<file path="src/rtl/piso_pkg.sv">
// piso_pkg: types and helpers for the parallel-in serial-out transmitter.
// The counter-width helper is also used by receiver-side bench code.
package piso_pkg;

    // Two-state transmit FSM.
    typedef enum logic {
        PISO_IDLE  = 1'b0,
        PISO_SHIFT = 1'b1
    } piso_state_e;

    // Bit-counter width for a word of the given width. The result is never
    // below 1, so a 2-bit word still gets a 1-bit counter.
    function automatic int piso_cnt_w(input int width);
        return (width <= 2) ? 1 : $clog2(width);
    endfunction

endpackage

</file>
<file path="src/rtl/piso_tx.sv">
// piso_tx: parallel-in serial-out transmitter with a valid/ready load port.
// A word accepted on an edge has its first bit on so right after that edge.
// A new word can be accepted during the last-bit cycle of the current word,
// so consecutive words stream out with no idle gap.
module piso_tx
    import piso_pkg::*;
#(
    parameter int WIDTH     = 4,
    parameter bit MSB_FIRST = 1'b1
) (
    input  logic             clk,
    input  logic             rst,
    input  logic [WIDTH-1:0] pi,
    input  logic             load_valid,
    output logic             load_ready,
    output logic             so,
    output logic             so_valid,
    output logic             busy,
    output logic             done
);

    localparam int             CW   = piso_cnt_w(WIDTH);
    localparam logic [CW-1:0]  LAST = CW'(WIDTH - 1);

    // Bit that goes on the line for a given shift-register image.
    function automatic logic head_bit(input logic [WIDTH-1:0] s);
        return MSB_FIRST ? s[WIDTH-1] : s[0];
    endfunction

    // Shift register after one bit has been sent, zero filled.
    function automatic logic [WIDTH-1:0] shift_once(input logic [WIDTH-1:0] s);
        return MSB_FIRST ? {s[WIDTH-2:0], 1'b0} : {1'b0, s[WIDTH-1:1]};
    endfunction

    // Registered state.
    piso_state_e      r_state;
    logic [CW-1:0]    r_cnt;
    logic [WIDTH-1:0] r_shreg;
    logic             r_so;
    logic             r_so_valid;
    logic             r_busy;
    logic             r_done;

    // Next-state values.
    piso_state_e      w_state_nx;
    logic [CW-1:0]    w_cnt_nx;
    logic [WIDTH-1:0] w_shreg_nx;
    logic             w_so_nx;
    logic             w_live_nx;
    logic             w_done_nx;

    logic             w_last;
    logic             w_ready;
    logic             w_accept;

    // The last-bit cycle doubles as the load window for the next word.
    assign w_last   = (r_state == PISO_SHIFT) && (r_cnt == LAST);
    assign w_ready  = !rst && ((r_state == PISO_IDLE) || w_last);
    assign w_accept = load_valid && w_ready;

    // Next state, counter and shift register; outputs are derived from the
    // next state so that the registered outputs line up with the bit on so.
    always_comb begin
        w_state_nx = r_state;
        w_cnt_nx   = r_cnt;
        w_shreg_nx = r_shreg;
        unique case (r_state)
            PISO_IDLE: begin
                if (w_accept) begin
                    w_state_nx = PISO_SHIFT;
                    w_cnt_nx   = '0;
                    w_shreg_nx = pi;
                end
            end
            PISO_SHIFT: begin
                if (w_last) begin
                    if (w_accept) begin
                        w_state_nx = PISO_SHIFT;
                        w_cnt_nx   = '0;
                        w_shreg_nx = pi;
                    end else begin
                        w_state_nx = PISO_IDLE;
                        w_cnt_nx   = '0;
                        w_shreg_nx = '0;
                    end
                end else begin
                    w_cnt_nx   = r_cnt + CW'(1);
                    w_shreg_nx = shift_once(r_shreg);
                end
            end
            default: begin
                w_state_nx = PISO_IDLE;
                w_cnt_nx   = '0;
                w_shreg_nx = '0;
            end
        endcase

        w_live_nx = (w_state_nx == PISO_SHIFT);
        w_so_nx   = w_live_nx && head_bit(w_shreg_nx);
        w_done_nx = w_live_nx && (w_cnt_nx == LAST);
    end

    // State and output registers; reset drops any word in flight.
    always_ff @(posedge clk) begin
        if (rst) begin
            r_state    <= PISO_IDLE;
            r_cnt      <= '0;
            r_shreg    <= '0;
            r_so       <= 1'b0;
            r_so_valid <= 1'b0;
            r_busy     <= 1'b0;
            r_done     <= 1'b0;
        end else begin
            r_state    <= w_state_nx;
            r_cnt      <= w_cnt_nx;
            r_shreg    <= w_shreg_nx;
            r_so       <= w_so_nx;
            r_so_valid <= w_live_nx;
            r_busy     <= w_live_nx;
            r_done     <= w_done_nx;
        end
    end

    assign load_ready = w_ready;
    assign so         = r_so;
    assign so_valid   = r_so_valid;
    assign busy       = r_busy;
    assign done       = r_done;

endmodule

</file>
<file path="config.mk">
export PLATFORM = sky130hd
export DESIGN_NAME = piso_tx
export DESIGN_NICKNAME = d
export VERILOG_FILES = /design/src/rtl/piso_pkg.sv /design/src/rtl/piso_tx.sv
export SDC_FILE = /design/constraint.sdc
export NUM_CORES = 1
export LEC_CHECK = 0
export BUFFER_PORTS_ARGS = -buffer_cell sky130_fd_sc_hd__buf_4
export CAP_MARGIN = 20
export CORE_AREA = 4 4 41 43
export CTS_BUF_LIST = sky130_fd_sc_hd__clkbuf_4 sky130_fd_sc_hd__clkbuf_8 sky130_fd_sc_hd__clkbuf_16
export DETAILED_ROUTE_END_ITERATION = 7
export DIE_AREA = 0 0 45 47
export GPL_TIMING_DRIVEN = 0
export PLACE_DENSITY_LB_ADDON = 0.3
export SLEW_MARGIN = 20
export SYNTH_ARGS = -nofsm -noshare
export SYNTH_HDL_FRONTEND = slang
export SYNTH_SLANG_ARGS = --single-unit
</file>
<file path="constraint.sdc">
create_clock -name clk -period 2.6 [get_ports clk]
set_input_delay 0.52 -clock clk [delete_from_list [all_inputs] [get_ports clk]]
set_output_delay 0.52 -clock clk [all_outputs]
set_load 0.02 [all_outputs]
</file>
==> results.json, run 1 <==
{
  "rr_startpoint": "r_cnt[0]$_SDFF_PP0_",
  "min_path_cells": 2,
  "use_met3_pct": 5.75,
  "cap_violations": 0,
  "hp-start": "r_cnt[1]$_SDFF_PP0_",
  "cp_slowest_cell": "nor2b_1",
  "fp.dieH_um": 47,
  "cp_cell_sequence": "ha_1 -> nor2b_1 -> nor2_1 -> buf_4",
  "drtIter0Drc": 3,
  "drtAntennaViolNets": 0,
  "ys_warn_count": 0,
  "met2_usage_pct": 13.0,
  "synth_edf_count": 0,
  "ys_types": 20,
  "max-slew-margin-rel_pct": 71.9,
  "rsz0062_at_grt": "false",
  "seqCellArea_um2": 180,
  "avgRoutedWirePerCell_um": 11.0,
  "required_ps": 2080,
  "drv_slew": 0,
  "cts_resized": 0,
  "p_leak_nw": 0.207,
  "postSynthAreaPerCell_um2": 9.38,
  "start_util_pct": 28.8,
  "port_buffers": 9,
  "worstSetupPathType": "reg2out",
  "finalSetupTns_ps": 0,
  "fmax_ghz": 0.520,
  "clk_path_buf_depth": 2,
  "cts_buffers": 3,
  "dp_hpwl_um": 539,
  "synth-seq-cells": 9,
  "grt_pass1_vias": 295,
  "fin_cells": 68,
  "fin_nets": 62,
  "worst_ep_arrival_time_ps": 1400,
  "ir_worst_vdd_v": 0.000261,
  "overflow": 0,
  "postRouteWirelength_um": 747,
  "drive_above_1_share_pct": 34.0,
  "grt_use_total_pct": 8.62,
  "core-area_um2": 1300,
  "die_x_um": 45,
  "final_cell_mix": "10 x buf_4, 9 x dfxtp_1, 5 x nor2_1, 5 x nand2_1, 4 x clkbuf_4",
  "place_area_um2": 462,
  "first_pass_iters": 4,
  "critical_path.startpoint_type": "flip-flop",
  "r2r_slack_ps": 1330,
  "holdPathEnd": "r_cnt[1]$_SDFF_PP0_",
  "n_antenna_cell": 0,
  "pin_count": 12,
  "critPathMaxFanout": 6,
  "setup_viol": 0,
  "cts.reportedPaths.clkPinSlew_ps": 60,
  "post-cts-setup-buffers": 0,
  "critPathTopFamily": "simple AND/OR/NAND/NOR gates",
  "power.density_nw_per_um2": 634,
  "num-fill-cells": 143,
  "whs_ps": 495,
  "gp_congestion": 0.686,
  "grt_start_max_net_pins": 10,
  "clock_latency_ps": 260,
  "stdcell_area_um2": 492,
  "crit_path_max_incr_delay_ps": 350,
  "htree_levels": 1,
  "dp_cells": 64,
  "clock_skew_ps": 2.64,
  "crit_path_end_kind": "output pin",
  "period_minus_slack_ps": 1920,
  "drc": 0,
  "finalPower_mw": 0.312,
  "worst-path-buf-inv": 1,
  "antenna_found_initial": 0,
  "holdBufCountCts": 0,
  "drt-vias-per-instance": 4.44,
  "synth_nets": 48,
  "multi_input_area_um2": 171,
  "hold_viol": 0,
  "met1_usage_pct": 8.90,
  "synth_area_um2": 375,
  "vias": 302,
  "rows": 13,
  "cts_root_buf": "clkbuf_4",
  "reg2reg_depth": 4,
  "mostFrequentLayoutCell": "buf_4",
  "cts_tree": "yes",
  "regToRegEndpoint": "so$_SDFF_PP0_",
  "hold_class": "reg2reg",
  "cts_sinks": 9,
  "area_growth_pct": 31.0,
  "dieArea_um2": 2120,
  "grt_busiest_layer": "met2",
  "synthArstFlopShare_pct": 0,
  "synth_flop_cell": "dfxtp_1",
  "synth_seq_area_share_pct": 48.0,
  "synthCells": 40,
  "tightest_slew_ps": 421,
  "finalCritPeriodShare_pct": 73.9,
  "grt_first_pass_wirelength_um": 1230,
  "outcome": "complete, no violations"
}
[how the worst max path moves through the flow]
stage	startpoint	end	slack [ps]	cells after the start
after floorplan	busy$_SDFF_PP0_	load_ready	1080	2
after global placement	r_cnt[0]$_SDFF_PP0_	load_ready	990	4
after detailed placement	r_cnt[0]$_SDFF_PP0_	load_ready	970	4
after CTS	r_cnt[0]$_SDFF_PP0_	load_ready	680	4
after global routing	r_cnt[0]$_SDFF_PP0_	load_ready	630	4
final	r_cnt[0]$_SDFF_PP0_	load_ready	680	4
[flip-flops by register name (all words and copies together), names as in the netlist]
name,count
r_cnt,2
done,1
so,1
r_shreg,4
busy,1
[tightest hold or removal path, delay by kind of cell, from the launching register on]
family	cells	cell delay, ps
DFF	1	310
AOI/OAI and AO/OA	1	60
and+or+nand+nor	1	70
[cells in the mapped netlist (all sizes together), types with 2 or more instances]
cell / count / area (um^2)
a22oi: 2 / 15.0
nand3: 2 / 10.0
a21oi: 3 / 15.0
nor2: 6 / 25.0
dfxtp: 9 / 180
buf: 2 / 18.8
nand2: 5 / 18.8
[cell families after synthesis]
group                    count (synthesis)  synth area share (%)
AO/OA/AOI/OAI                           10                  19.7
adder cells (fa/ha/maj)                  1                  3.33
buffers and inverters                    3                  6.33
flip-flops                               9                  48.0
multiplexers                             1                  2.67
AND/OR/NAND/NOR                         16                  20.0
[metal layers]
metal / wire, um / up-vias
met5: 0 / -
met4: 0 / 0
met3: 72 / 0
met2: 331 / 12
met1: 342 / 125
li1: - / 165
[through the flow]
step / util, % / setup WS [ps]
floorplan: - / 1080
global placement: 35.5 / 993
detailed placement: 35.5 / 975
CTS: 37.8 / 681
global route: 37.8 / 633
finish: 37.8 / 679
[area by class of cell]
type,instances,share of cell area [%]
Multi-Input combinational cell,28,34.9
Sequential cell,9,36.6
Clock buffer,4,6.11
Tap cell,15,3.82
Timing Repair Buffer,9,13.7
Buffer,3,4.83
[power by group]
group / total [mW] / leakage (nW) / internal, mW / switching (mW)
clock network: 0.116 / 0.0184 / 0.0694 / 0.0470
logic: 0.0445 / 0.115 / 0.0214 / 0.0230
registers: 0.151 / 0.0739 / 0.145 / 0.00531
Power figures use the tool's default switching activity.
==> run 2, diff against run 1 <==
clock period = 1.8 ns   (was 2.6 ns; I/O delays follow)
==> results.json, run 2 (synthesis results as in run 1) <==
{
  "outcome": "complete, no violations",
  "finalSetupTns_ps": 0,
  "dieArea_um2": 2120,
  "postRouteWirelength_um": 748,
  "fin_nets": 62,
  "grt_use_total_pct": 8.62,
  "final_cell_mix": "10 x buf_4, 9 x dfxtp_1, 5 x nor2_1, 5 x nand2_1, 4 x clkbuf_4",
  "port_buffers": 9,
  "cts_sinks": 9,
  "cts.reportedPaths.clkPinSlew_ps": 60,
  "overflow": 0,
  "p_leak_nw": 0.208,
  "core-area_um2": 1300,
  "critPathTopFamily": "flip-flops",
  "worst_ep_arrival_time_ps": 1280,
  "htree_levels": 1,
  "drc": 0,
  "grt_first_pass_wirelength_um": 1230,
  "largest_reg_flops": 4,
  "crit_path_max_incr_delay_ps": 330,
  "mostFrequentLayoutCell": "buf_4",
  "critPathCapture": "load_ready",
  "worst-path-buf-inv": 1,
  "reg2reg_depth": 4,
  "antenna_found_initial": 0,
  "ir_worst_vdd_v": 0.000377,
  "setup_viol": 0,
  "drtAntennaViolNets": 0,
  "grt_start_max_net_pins": 10,
  "n_antenna_cell": 0,
  "r2r_slack_ps": 510,
  "first_pass_iters": 4,
  "die_x_um": 45,
  "cp_slowest_cell": "dfxtp_1",
  "crit_path_end_kind": "output pin",
  "dp_cells": 64,
  "gp_congestion": 0.686,
  "rsz0062_at_grt": "false",
  "fin_cells": 68,
  "rr_startpoint": "r_cnt[0]$_SDFF_PP0_",
  "grt_pass1_vias": 295,
  "period_minus_slack_ps": 1640,
  "critPathMaxFanout": 6,
  "required_ps": 1440,
  "hold_viol": 0,
  "worstSetupPathType": "reg2out",
  "clk_path_buf_depth": 2,
  "drtIter0Drc": 3,
  "avgRoutedWirePerCell_um": 11.0,
  "fp.dieH_um": 47,
  "tightest_slew_ps": 318,
  "cts_buffers": 3,
  "rows": 13,
  "power.density_nw_per_um2": 912,
  "pin_count": 12,
  "start_util_pct": 28.8,
  "cap_violations": 0,
  "drive_above_1_share_pct": 35.8,
  "cts_root_buf": "clkbuf_4",
  "cp_cell_sequence": "ha_1 -> nor2b_2 -> nor2_1 -> buf_4",
  "post-cts-setup-buffers": 0,
  "dp_hpwl_um": 539,
  "cts_tree": "yes",
  "clock_skew_ps": 2.64,
  "regMostFlops": "r_shreg",
  "fmax_ghz": 0.608,
  "regToRegEndpoint": "so$_SDFF_PP0_",
  "vias": 302,
  "drv_slew": 0,
  "hold_class": "in2reg",
  "largestRegisters": "r_shreg x4, r_cnt x2",
  "cp.depth": 4,
  "fin_util_pct": 38.0,
  "cp-startpoint": "r_cnt[0]$_SDFF_PP0_",
  "finalCritPeriodShare_pct": 91.3,
  "drt-vias-per-instance": 4.44,
  "critical_path.startpoint_type": "flip-flop",
  "max-slew-margin-rel_pct": 78.7,
  "clock_latency_ps": 260,
  "finalPower_mw": 0.451,
  "area_growth_pct": 31.7
}
run 2: worst min-delay path by stage:
| stage | from | slack [ps] | cells past startpoint | endpoint |
|---|---|---|---|---|
| 2_1_floorplan | r_shreg[0]$_SDFFE_PP0P_ | 450 | 2 | r_shreg[0]$_SDFFE_PP0P_ |
| 3_3_place_gp | r_cnt[1]$_SDFF_PP0_ | 480 | 2 | r_cnt[1]$_SDFF_PP0_ |
| 3_5_place_dp | r_shreg[0]$_SDFFE_PP0P_ | 480 | 2 | r_shreg[0]$_SDFFE_PP0P_ |
| 4_1_cts | load_valid | 340 | 3 | busy$_SDFF_PP0_ |
| 5_1_grt | load_valid | 370 | 3 | so$_SDFF_PP0_ |
| 6_report | load_valid | 350 | 3 | busy$_SDFF_PP0_ |
run 2: through the flow:
stage | instance area (um^2) | hold WS, ps | setup slack (ps)
finish | 494 | 352 | 156
global route | 494 | 369 | 110
floorplan | 375 | 454 | 440
global placement | 462 | 482 | 353
CTS | 492 | 345 | 40.5
detailed placement | 462 | 485 | 335
run 2: routing by layer:
| layer | vias up | wire length (um) | global-route usage, % |
|---|---|---|---|
| met5 | - | 0 | 0 |
| met4 | 0 | 0 | 5.26 |
| met3 | 0 | 72 | 5.75 |
| met2 | 12 | 331 | 13.0 |
| met1 | 125 | 344 | 8.90 |
| li1 | 165 | - | - |
run 2: worst reg2reg max path: stages (launching register included):
cell and delay, ps:
dfxtp_1 330, ha_1 220, nand2b_1 260, a31oi_1 230, a21boi_2 180
run 2: where the power goes:
part / leakage, nW / internal, mW / switching (mW) / total (mW)
Sequential: 0.0739 / 0.210 / 0.00768 / 0.218
Clock: 0.0184 / 0.100 / 0.0679 / 0.168
Combinational: 0.116 / 0.0314 / 0.0333 / 0.0647
Total: 0.208 / 0.342 / 0.109 / 0.451
run 2: cell type report:
class	count	area (um^2)
fill	142	807
sequential	9	180
multi-input combinational	28	174
timing repair buffer	9	67.6
clock buffer	4	30.0
buffer	3	23.8
tap	15	18.8
run 2: timing repair:
action                                  in CTS  in global routing
hold buffers                                 0                  0
endpoints found under the setup margin       0                  1
resized for setup                            0                  1
